$ cat src/rtl/alu_div_pkg.sv
// Shared types and constants for the sequential ALU divider.
package alu_div_pkg;

    localparam int DIV_WIDTH = 8;

    localparam logic [DIV_WIDTH-1:0] DBZ_QUOTIENT = '1;

    typedef enum logic {
        IDLE = 1'b0,
        RUN  = 1'b1
    } div_state_t;

endpackage

$ cat src/rtl/alu_addsub_w.sv
// N-bit ripple add/subtract: mode=1 inverts b and injects a carry-in of one, giving a - b.
module alu_addsub_w #(
    parameter int N = 9
) (
    input  logic [N-1:0] a,
    input  logic [N-1:0] b,
    input  logic         mode,
    output logic [N-1:0] sum,
    output logic         cout
);

    logic [N-1:0] bx;
    logic [N:0]   carry;

    assign bx       = b ^ {N{mode}};
    assign carry[0] = mode;

    // One full-adder cell per bit position.
    for (genvar i = 0; i < N; i++) begin : g_fa
        assign sum[i]     = a[i] ^ bx[i] ^ carry[i];
        assign carry[i+1] = (a[i] & bx[i]) | (carry[i] & (a[i] ^ bx[i]));
    end

    assign cout = carry[N];

endmodule

$ cat src/rtl/alu_div8_seq.sv
// Sequential unsigned restoring divider: one shift-and-trial-subtract per clock,
// registered quotient/remainder with a single-cycle done pulse.
module alu_div8_seq
    import alu_div_pkg::*;
#(
    parameter int WIDTH = DIV_WIDTH
) (
    input  logic             clk,
    input  logic             rst_n,
    input  logic             start,
    input  logic [WIDTH-1:0] dividend,
    input  logic [WIDTH-1:0] divisor,
    output logic             busy,
    output logic             done,
    output logic [WIDTH-1:0] quotient,
    output logic [WIDTH-1:0] remainder,
    output logic             div_by_zero
);

    localparam int CW = $clog2(WIDTH);
    localparam logic [WIDTH-1:0] DBZ_Q = {WIDTH{DBZ_QUOTIENT[0]}};

    div_state_t       state, next_state;
    logic [WIDTH:0]   r, r_sh, trial, r_next;
    logic [WIDTH-1:0] q, q_next, d;
    logic [CW-1:0]    count;
    logic             no_borrow;
    logic             last;

    // The partial remainder keeps one extra bit so the trial subtract cannot overflow.
    assign r_sh   = (WIDTH+1)'({r, q[WIDTH-1]});
    assign last   = (count == CW'(WIDTH-1));
    assign r_next = no_borrow ? trial : r_sh;
    assign q_next = {q[WIDTH-2:0], no_borrow};

    alu_addsub_w #(.N(WIDTH+1)) u_trial (
        .a    (r_sh),
        .b    ({1'b0, d}),
        .mode (1'b1),
        .sum  (trial),
        .cout (no_borrow)
    );

    always_ff @(posedge clk or negedge rst_n) begin
        if (!rst_n) state <= IDLE;
        else        state <= next_state;
    end

    always_comb begin
        next_state = state;
        case (state)
            IDLE: if (start && divisor != '0) next_state = RUN;
            RUN:  if (last) next_state = IDLE;
            default: next_state = IDLE;
        endcase
    end

    always_comb begin
        busy = (state == RUN);
    end

    // Divide-by-zero resolves in IDLE without ever entering RUN.
    always_ff @(posedge clk or negedge rst_n) begin
        if (!rst_n) begin
            done        <= 1'b0;
            quotient    <= '0;
            remainder   <= '0;
            div_by_zero <= 1'b0;
            r           <= '0;
            q           <= '0;
            d           <= '0;
            count       <= '0;
        end else begin
            done <= 1'b0;
            case (state)
                IDLE: begin
                    if (start) begin
                        if (divisor == '0) begin
                            quotient    <= DBZ_Q;
                            remainder   <= dividend;
                            div_by_zero <= 1'b1;
                            done        <= 1'b1;
                        end else begin
                            d           <= divisor;
                            q           <= dividend;
                            r           <= '0;
                            count       <= '0;
                            div_by_zero <= 1'b0;
                        end
                    end
                end
                RUN: begin
                    r     <= r_next;
                    q     <= q_next;
                    count <= count + 1'b1;
                    if (last) begin
                        quotient  <= q_next;
                        remainder <= r_next[WIDTH-1:0];
                        done      <= 1'b1;
                    end
                end
                default: ;
            endcase
        end
    end

endmodule

$ cat config.mk
export PLATFORM = sky130hd
export DESIGN_NAME = alu_div8_seq
export DESIGN_NICKNAME = d
export VERILOG_FILES = /design/src/rtl/alu_div_pkg.sv /design/src/rtl/alu_addsub_w.sv /design/src/rtl/alu_div8_seq.sv
export SDC_FILE = /design/constraint.sdc
export NUM_CORES = 1
export LEC_CHECK = 0
export CAP_MARGIN = 20
export CORE_ASPECT_RATIO = 1.5
export CORE_MARGIN = 2
export CORE_UTILIZATION = 30
export CTS_CLUSTER_SIZE = 40
export DETAILED_ROUTE_END_ITERATION = 8
export GPL_ROUTABILITY_DRIVEN = 1
export PLACE_DENSITY = 0.54
export REMOVE_ABC_BUFFERS = 1
export SLEW_MARGIN = 10
export SYNTH_ARGS = -nofsm -noshare
export SYNTH_HDL_FRONTEND = slang
export SYNTH_SLANG_ARGS = --single-unit
$ cat constraint.sdc
create_clock -name clk -period 6.6 [get_ports clk]
set_clock_uncertainty 0.1 [all_clocks]
set_input_delay 0.99 -clock clk [delete_from_list [all_inputs] [get_ports clk]]
set_output_delay 0.99 -clock clk [all_outputs]
set_load 0.02 [all_outputs]
==> results.py <==
metrics = {
    "worst_setup_path": {
        "crit_chain": "inv_1 > ha_1 > inv_1 > fa_1 > fa_1 > fa_1 > fa_1 > fa_1 > inv_1 > fa_1 > fa_1 > nor2b_1 > mux2i_1 > o211ai_1",
        "worst_setup_path_end_kind": "flop",
        "cp.required_ns": 6.62,
        "crit_slowest_cell": "nor2b_1",
        "critPathLaunchType": "flop",
        "cp.arrival_ns": 4.56,
        "path_delay_family": "adder cells",
        "crit_fanout": 8,
        "critPathKind": "flop to flop",
        "timing.critical_path.mode_cell": "fa_1",
        "slowest_delay_ns": 0.63,
        "worst-path-buf-inv": 3,
    },
    "route": {
        "drc": 0,
        "wirelength_um": 6270,
        "first_pass_iters": 4,
        "ant_nets": 0,
        "drt_iter0_markers": 175,
        "vias": 1893,
        "vias_per_cell": 5.13,
        "wire_per_inst_um": 17.0,
    },
    "synthesis": {
        "avgSynthCellArea_um2": 10.4,
        "yosysWarnings": 0,
        "syn_area_um2": 2470,
        "ys_seq_area_share_pct": 46.6,
        "ys_ff_latch": 46,
        "synth_cell_type_count": 43,
        "synth_cells": 237,
    },
    "die": {
        "die_w_um": 78.1,
        "initial_utilization_pct": 30.8,
        "io_pins": 38,
        "die_y_um": 115,
        "die_area_um2": 8990,
        "rows": 40,
        "coreArea_um2": 8010,
    },
    "grt": {
        "grt_max_degree": 47,
        "grt_pass1_vias": 1852,
        "antenna_found_initial": 0,
        "grt.total_usage_pct": 15.0,
        "grt_pass1_wl_um": 10300,
        "overflow": 0,
    },
    "placement": {
        "port_buffers": 37,
        "dp_hpwl_um": 4300,
        "gp_congestion": 0.820,
    },
    "finish": {
        "ff_latch_area_um2": 1150,
        "final_cell_mix": "dfrtp_1 (46), clkdlybuf4s50_1 (36), nand2_1 (20)",
        "diodes": 0,
        "nFillCells": 831,
        "layout_commonest_cell": "dfrtp_1",
        "layout-drive-gt1-share_pct": 8.33,
        "area_growth_pct": 21.8,
        "multiInputGateArea_um2": 1140,
        "nNetsFinal": 293,
    },
    "min_path": {
        "hold_path.class": "flop to flop",
    },
    "clock_tree": {
        "htree_levels": 2,
        "ctsHoldBuffers": 0,
        "numCtsBuffers": 5,
        "clk_pin_slew_ns": 0.06,
        "cts_setup_buffers": 0,
        "cts_tree": "yes",
        "cts_sinks": 46,
        "clock_path_buffers": 2,
        "cts_resized": 0,
        "clk_latency_ns": 0.28,
        "cts-root-buf": "clkbuf_16",
    },
    "sta": {
        "maxSlewViolCount": 0,
        "finalSetupViolCount": 0,
        "hold_viol": 0,
        "tightest_slew_ns": 0.901,
        "rsz0062_at_grt": "false",
        "tns_ns": 0,
        "period_needed_ns": 4.53,
        "max_slew_margin_pct": 40.0,
        "finalCritPeriodShare_pct": 68.7,
        "max_freq_mhz": 221,
    },
    "power": {
        "ir_worst_vdd_v": 0.000159,
        "p_leak_nw": 1.20,
        "power.density_nw_per_um2": 497,
        "p_total_mw": 1.50,
    },
    "job": {
        "drv_cap": 0,
    },
    "run_status": {
        "status": "complete, no violations",
    },
}
## Yosys cell counts
master	number	area (µm²)
a22oi_1	2	15.0
nand3_1	9	45.0
ha_1	3	37.5
nand4_1	13	81.3
o221a_2	1	11.3
clkbuf_1	11	41.3
inv_2	1	3.75
o211ai_1	12	90.1
or4_1	1	7.51
nor2_1	17	63.8
fa_1	7	140
nor4_4	2	42.5
and2_2	1	7.51
buf_6	3	33.8
clkbuf_8	3	41.3
o311a_1	1	10.0
o221ai_1	1	8.76
nand2_1	20	75.1
or2b_2	1	8.76
and2b_2	1	8.76
o311ai_1	2	17.5
nor3b_1	7	52.6
a311o_1	1	10.0
nand2b_1	2	12.5
o22ai_1	6	37.5
buf_2	2	10.0
and4_1	1	8.76
mux2_2	4	45.0
o21bai_1	1	7.51
o2111ai_1	1	8.76
mux2i_1	7	70.1
nor2b_1	2	12.5
dfrtp_1	46	1150
a22o_1	2	17.5
a21oi_1	14	70.1
o311ai_0	4	35.0
a21boi_1	1	7.51
a21oi_2	1	8.76
a211o_1	1	8.76
inv_1	11	41.3
buf_4	1	7.51
or4_4	1	11.3
o21ai_0	9	45.0
## cell families after synthesis
logic type	count (synthesis)	synth area share, %
buffers and inverters	32	7.24
and+or+nand+nor	78	17.7
AOI/OAI and AO/OA	60	16.6
adders and majority gates	10	7.19
muxes	11	4.66
DFF	46	46.6
## registers in the layout, indices dropped and copies added, names as in the netlist
signal / count
q: 8
quotient: 8
done: 1
remainder: 8
r: 8
busy: 1
count: 3
d: 8
div_by_zero: 1
## power breakdown
part	switching (mW)	leakage, nW	internal [mW]
Combinational	0.380	0.586	0.345
Clock	0.0990	0.0640	0.139
Sequential	0.110	0.555	0.422
Total	0.589	1.20	0.906
## final timing paths
kind,start,to,slack (ns),cells past startpoint
max in group asynchronous,rst_n,q[6],5.26,2
min reg2reg,div_by_zero,div_by_zero,0.39,2
min,div_by_zero,div_by_zero,0.39,2
max,q[7],remainder[3],2.07,14
max reg2reg,q[7],remainder[3],2.07,14
min in group asynchronous,rst_n,count[0],0.61,1
## cell type report
type | instances | area share (%)
Clock buffer | 7 | 4.41
Sequential cell | 46 | 38.3
Timing Repair Buffer | 40 | 13.6
Multi-Input combinational cell | 159 | 37.9
Tap cell | 105 | 4.37
Inverter | 12 | 1.50
## routing by layer
| metal | GRT usage, % | wire length, µm | up-vias |
|---|---|---|---|
| met2 | 27.1 | 3410 | 39 |
| met3 | 2.67 | 166 | 8 |
| met1 | 17.7 | 2570 | 931 |
| met4 | 5.61 | 129 | 0 |
| met5 | 0 | 0 | - |
| li1 | - | - | 915 |
## worst register-to-register path, delay by kind of cell (launching register included)
family | cells | cell delay (ns)
fa+ha+maj | 8 | 2.47
simple gates | 1 | 0.63
mux | 1 | 0.46
flops | 1 | 0.39
buf+inv | 3 | 0.20
compound gates | 1 | 0.14
## through the flow
| stage | util (%) | cells | cell area, µm² | hold WS, ns | setup WS [ns] |
|---|---|---|---|---|---|
| after global routing | 37.6 | 369 | 3010 | 0.404 | 1.86 |
| after global placement | 35.6 | 361 | 2850 | 0.379 | 2.16 |
| after floorplan | - | 217 | 2340 | 0.385 | 2.44 |
| after detailed placement | 35.6 | 361 | 2850 | 0.370 | 2.09 |
| final | 37.6 | 369 | 3010 | 0.390 | 2.07 |
| after CTS | 37.2 | 368 | 2980 | 0.390 | 2.08 |
No activity file was read; power rests on OpenSTA's default activity.
==> patch 1, RTL diff (same flow settings) <==
`DIV_WIDTH`: 8 -> 32.
--- a/src/rtl/alu_div_pkg.sv
+++ b/src/rtl/alu_div_pkg.sv
@@ -1,7 +1,7 @@
 // Shared types and constants for the sequential ALU divider.
 package alu_div_pkg;
 
-    localparam int DIV_WIDTH = 8;
+    localparam int DIV_WIDTH = 32;
 
     localparam logic [DIV_WIDTH-1:0] DBZ_QUOTIENT = '1;
 
Ports: changed (resized dividend, divisor, quotient and remainder); port bits go from 38 to 134. No check against the original RTL was run, so the function may have changed too.
==> patch 1 against the unedited design <==
- the run now ends with negative setup slack left
- sequential cell count rose by 122
- area after synthesis grew to 3.3 times the old value
- wire length rose to 3.7 times the old value
- global-route usage is 2.0 points higher
- synthesized cell count increased to 3.1 times the old value
- final area rose to 3.8 times the old value
- power rose to 5.3 times the old value
- count of clock-buffer cells in the layout rose by 15
- hold slack worse by 0.054 ns
- non-clock buffer count up 152
- critical path depth grew 29
- worst setup slack got worse by 7.8 ns
- critical path type unchanged
==> patch 1: results (changes against the unedited design) <==
Synth top area cells: dfrtp_1 (52%), fa_1 (7.7%), mux2_2 (4.9%) (was dfrtp_1 (47%), fa_1 (5.7%), o211ai_1 (3.6%))
Max stage delay on crit path: 0.39 ns (was 0.63 ns)
Power Sequential: 2.01 mW (was 532 uW)
Gpl congestion: 0.771 (was 0.820)
Routed vias: 6066 (was 1893)
I/O Buffers: 133 (was 37)
CTS clk-pin slew, worst paths: 0.06 ns (about the same)
Yosys cell types: 38 (was 43)
Iter 0 DRT Violations: 266 (was 175)
TNS Setup: -368.44 ns (was 0 ns)
Synth top cells by count: dfrtp_1 (168), nand2_1 (96), a21oi_1 (65) (was dfrtp_1 (46), nand2_1 (20), nor2_1 (17))
Final setup vio count: 66 (was 0)
Reg2reg path depth: 43 (was 14)
Placement Cell Area: 9970 um^2 (was 2850 um^2)
Critical path arrival: 12.52 ns (was 4.56 ns)
CTS buffer count: 17 (was 5)
Psw: 3.01 mW (was 589 uW)
Fillers: 2526 (was 831)
Synthesis warning total: 0 (unchanged)
Final WL: 23300 um (was 6270 um)
Number of global-route vias before repair: 6341 (was 1852)
H-tree depth: 4 (was 2)
Hold Path Class: input port to async pin (was flop to flop)
Post-synthesis async set-or-reset flop share: 100% (unchanged)
Failing checks: negative setup slack
Vias/cell: 4.86 (was 5.13)
Status: finished with violations (was completed)
Nets@finish: 998 (was 293)
Initial antenna violation count: 1 (was 0)
Maximum clock path buffer count: 2 (unchanged)
Cells after DPL: 1200 (was 361)
Lkg Pwr: 4.73 nW (was 1.20 nW)
Reg2reg start: q[31] (was q[7])
Peak fanout along the critical path: 6 (was 8)
VDD IR-drop max: 0.000234 V (was 0.000159 V)
Register area share after synthesis: 52.1% (was 46.6%)
Max_slew headroom: 32.3% (was 40.0%)
Pwr Total: 7.88 mW (was 1.50 mW)
Layout cells sized above 1: 24.3% (was 8.33%)
Largest net degree at the start of global routing: 110 (was 47)
Fin worst setup slack: -5.70 ns (was 2.07 ns)
Placement Setup Slack: -6.86 ns (was 2.09 ns)
Clock Latency Late Sink: 0.43 ns (was 0.28 ns)
Cells after Synth: 740 (was 237)
First-pass GRT wire length: 36100 um (was 10300 um)
GR Util All Layers: 17.0% (was 15.0%)
P_comb: 4.81 mW (was 725 uW)
Dpl hpwl: 15200 um (was 4300 um)
CP max stage cell: fa_2 (was nor2b_1)
## patch 1: layout make-up
class                      count  area (um^2)  area share (%)
antenna                        1         2.50          0.0221
multi-input combinational    480         3970            35.1
inverter                      38          143            1.26
clock buffer                  22          484            4.28
tap                          337          422            3.73
timing repair buffer         192         1930            17.1
sequential                   168         4210            37.2
clock inverter                10          143            1.26
## patch 1: kinds of logic (layout without fill, tap and decap cells)
family                   Yosys count  in the layout  share of synthesized area, %
multiplexers                      68             68                          9.06
adder cells (fa/ha/maj)           34             34                          8.16
buffers and inverters             92            262                          4.84
flip-flops                       168            168                          52.1
AO/OA/AOI/OAI                    198            198                          16.6
AND/OR/NAND/NOR                  177            177                          8.87
XOR/XNOR                           3              3                         0.326
other                              0              1                             0
## patch 1: worst paths after layout
| check | slack [ns] | endpoint |
|---|---|---|
| setup / recovery | -5.70 | remainder[30] |
| hold / removal | 0.34 | quotient[12] |
| setup reg to reg | -5.70 | remainder[30] |
| hold reg to reg | 0.40 | d[5] |
| max in group asynchronous | 4.97 | q[20] |
| min in group clk | 0.40 | d[5] |
## patch 1: what timing repair did
action	in CTS	in global routing
setup buffers	7	5
resized for setup	86	49
pin swaps	9	6
gates cloned	2	1
endpoints found under the setup margin	66	66
## patch 1: worst register-to-register path: cells and delay by family (launching register included)
kind / cells / cell delay (ns)
AND/OR/NAND/NOR: 1 / 0.15
adder cells (fa/ha/maj): 32 / 10.35
flip-flops: 1 / 0.38
AO/OA/AOI/OAI: 1 / 0.09
buffers and inverters: 7 / 0.59
multiplexers: 2 / 0.54
## patch 1: layer usage
| metal | GRT usage [%] | wire length, um |
|---|---|---|
| met5 | 0 | 0 |
| met3 | 2.77 | 707 |
| met2 | 29.6 | 12300 |
| met4 | 5.65 | 499 |
| met1 | 21.2 | 9780 |
==> patch 2, RTL diff (config.mk and constraints unchanged) <==
Made on the original files. Register the output `div_by_zero` once more, cleared by the reset; this adds one clock of latency there. The other outputs are not delayed to match.
--- a/src/rtl/alu_div8_seq.sv
+++ b/src/rtl/alu_div8_seq.sv
@@ -19,6 +19,8 @@
 
     localparam int CW = $clog2(WIDTH);
     localparam logic [WIDTH-1:0] DBZ_Q = {WIDTH{DBZ_QUOTIENT[0]}};
+
+    logic div_by_zero_s0;
 
     div_state_t       state, next_state;
     logic [WIDTH:0]   r, r_sh, trial, r_next;
@@ -65,7 +67,7 @@
             done        <= 1'b0;
             quotient    <= '0;
             remainder   <= '0;
-            div_by_zero <= 1'b0;
+            div_by_zero_s0 <= 1'b0;
             r           <= '0;
             q           <= '0;
             d           <= '0;
@@ -78,14 +80,14 @@
                         if (divisor == '0) begin
                             quotient    <= DBZ_Q;
                             remainder   <= dividend;
-                            div_by_zero <= 1'b1;
+                            div_by_zero_s0 <= 1'b1;
                             done        <= 1'b1;
                         end else begin
                             d           <= divisor;
                             q           <= dividend;
                             r           <= '0;
                             count       <= '0;
-                            div_by_zero <= 1'b0;
+                            div_by_zero_s0 <= 1'b0;
                         end
                     end
                 end
@@ -104,5 +106,13 @@
         end
     end
 
+    always_ff @(posedge clk or negedge rst_n) begin
+        if (!rst_n) begin
+            div_by_zero <= '0;
+        end else begin
+            div_by_zero <= div_by_zero_s0;
+        end
+    end
+
 endmodule
 
Formal check against the unedited RTL: not equivalent (a bounded check fails within 4 cycles, from zero or initial values and one cycle with rst_n low).
==> patch 2 against the unedited design <==
- final area rose by 2.2%
- utilization grew 0.57 points
- worst setup slack improved by 0.089 ns
- synthesized cell count up 0.42%
- die area up 0.92%
- global-route usage about the same
- area after synthesis increased by 0.96%
- critical path depth stayed put
- sequential cell count increased by 1
- sequential share of layout area barely moved
- clock power rose by 38%
- wire length grew 0.88%
- power up 7.3%
- highest routed layer unchanged
==> patch 2: results (changes against the unedited design) <==
Status: completed (unchanged)
Hold Buf Count CTS: 0 (unchanged)
Per-cell routed wire length: 17.0 um (about the same)
Met2 Use GR: 26.9% (was 27.1%)
Yosys cell types: 44 (was 43)
I/O Buffers: 37 (unchanged)
Hold Path Depth: 0 (was 2)
Vias/cell: 5.20 (was 5.13)
Nets@finish: 294 (was 293)
Critical path arrival: 4.53 ns (was 4.56 ns)
TritonRoute pass-1 iters: 4 (unchanged)
Layout cells sized above 1: 9.40% (was 8.33%)
GR Util All Layers: 15.0% (about the same)
H-tree depth: 2 (unchanged)
Worst Tran Pin Value: 0.914 ns (was 0.901 ns)
Antenna diodes: 0 (unchanged)
First-pass GRT wire length: 10300 um (about the same)
CTS clk-pin slew, worst paths: 0.07 ns
Max stage delay on crit path: 0.65 ns (was 0.63 ns)
Synth top area cells: dfrtp_1 (47%), fa_1 (5.6%), o211ai_1 (3.6%) (was dfrtp_1 (47%), fa_1 (5.7%), o211ai_1 (3.6%))
Synthesis warning total: 0 (unchanged)
Peak fanout along the critical path: 8 (unchanged)
GR Util met3: 2.10% (was 2.67%)
Placement Cell Area: 2880 um^2 (was 2850 um^2)
Number of global-route vias before repair: 1943 (was 1852)
Synth top cells by count: dfrtp_1 (47), nand2_1 (20), nor2_1 (17) (was dfrtp_1 (46), nand2_1 (20), nor2_1 (17))
Register area share after synthesis: 47.2% (was 46.6%)
Met1 Usage GRT: 17.9% (was 17.7%)
Largest net degree at the start of global routing: 48 (was 47)
Iter 0 DRT Violations: 142 (was 175)
Dpl hpwl: 4370 um (was 4300 um)
Lkg Pwr: 1.24 nW (was 1.20 nW)
VDD IR-drop max: 0.000141 V (was 0.000159 V)
Gpl congestion: 0.828 (was 0.820)
Fillers: 796 (was 831)
Placement Setup Slack: 2.17 ns (was 2.09 ns)
==> patch 2: changes by cell type in the layout (fill, tap and decap cells not counted) <==
cell	delta
dfrtp_1	+1
clkinvlp_4	+1
buf_4	+1
bufinv_16	+2
clkbuf_1	-2
buf_16	-1
==> patch 2: cell families after synthesis <==
kind of cell	Yosys count	synth area share, %
adder cells (fa/ha/maj)	10	7.12
buffers and inverters	32	7.12
AO/OA/AOI/OAI	60	16.4
flip-flops	47	47.2
AND/OR/NAND/NOR	78	17.6
multiplexers	11	4.62
==> patch 2: worst max-delay path, delay by kind of cell (launching register included) <==
kind                       cells  cell delay, ns
adders and majority gates      8            2.43
and+or+nand+nor                1            0.65
muxes                          1            0.43
DFF                            1            0.38
buffers and inverters          3            0.19
AOI/OAI and AO/OA              1            0.16
==> patch 2: worst paths after layout <==
path                           startpoint            to  slack, ns
setup / recovery                     q[7]  remainder[7]       2.16
hold / removal             div_by_zero_s0   div_by_zero       0.28
setup reg to reg                     q[7]  remainder[7]       2.16
hold reg to reg            div_by_zero_s0   div_by_zero       0.28
max in group asynchronous           rst_n  remainder[7]       5.30
min in group asynchronous           rst_n      count[0]       0.69
==> patch 2: where the power goes <==
part | switching (mW) | total, mW | leakage, nW | internal [mW]
registers | 0.115 | 0.543 | 0.569 | 0.428
clock network | 0.111 | 0.328 | 0.0900 | 0.217
logic | 0.383 | 0.733 | 0.578 | 0.349
==> patch 2: final cells by class <==
cell class | instances | area (um^2) | area share (%)
inverter | 12 | 45.0 | 1.47
sequential | 47 | 1180 | 38.3
clock inverter | 3 | 67.6 | 2.20
multi-input combinational | 159 | 1140 | 37.1
tap | 105 | 131 | 4.28
clock buffer | 5 | 125 | 4.07
timing repair buffer | 40 | 388 | 12.6
==> patch 2: metal layers <==
| metal | up-vias | share of wire (%) |
|---|---|---|
| met5 | - | 0 |
| met4 | 0 | 2.3 |
| met3 | 10 | 2.2 |
| met2 | 38 | 53 |
| met1 | 966 | 42 |
| li1 | 914 | - |
==> patch 2: metrics by stage <==
| stage | instances | hold WS (ns) |
|---|---|---|
| 2_1_floorplan | 218 | 0.254 |
| 3_3_place_gp | 363 | 0.264 |
| 3_5_place_dp | 363 | 0.264 |
| 4_1_cts | 371 | 0.280 |
| 5_1_grt | 371 | 0.295 |
| 6_report | 371 | 0.279 |
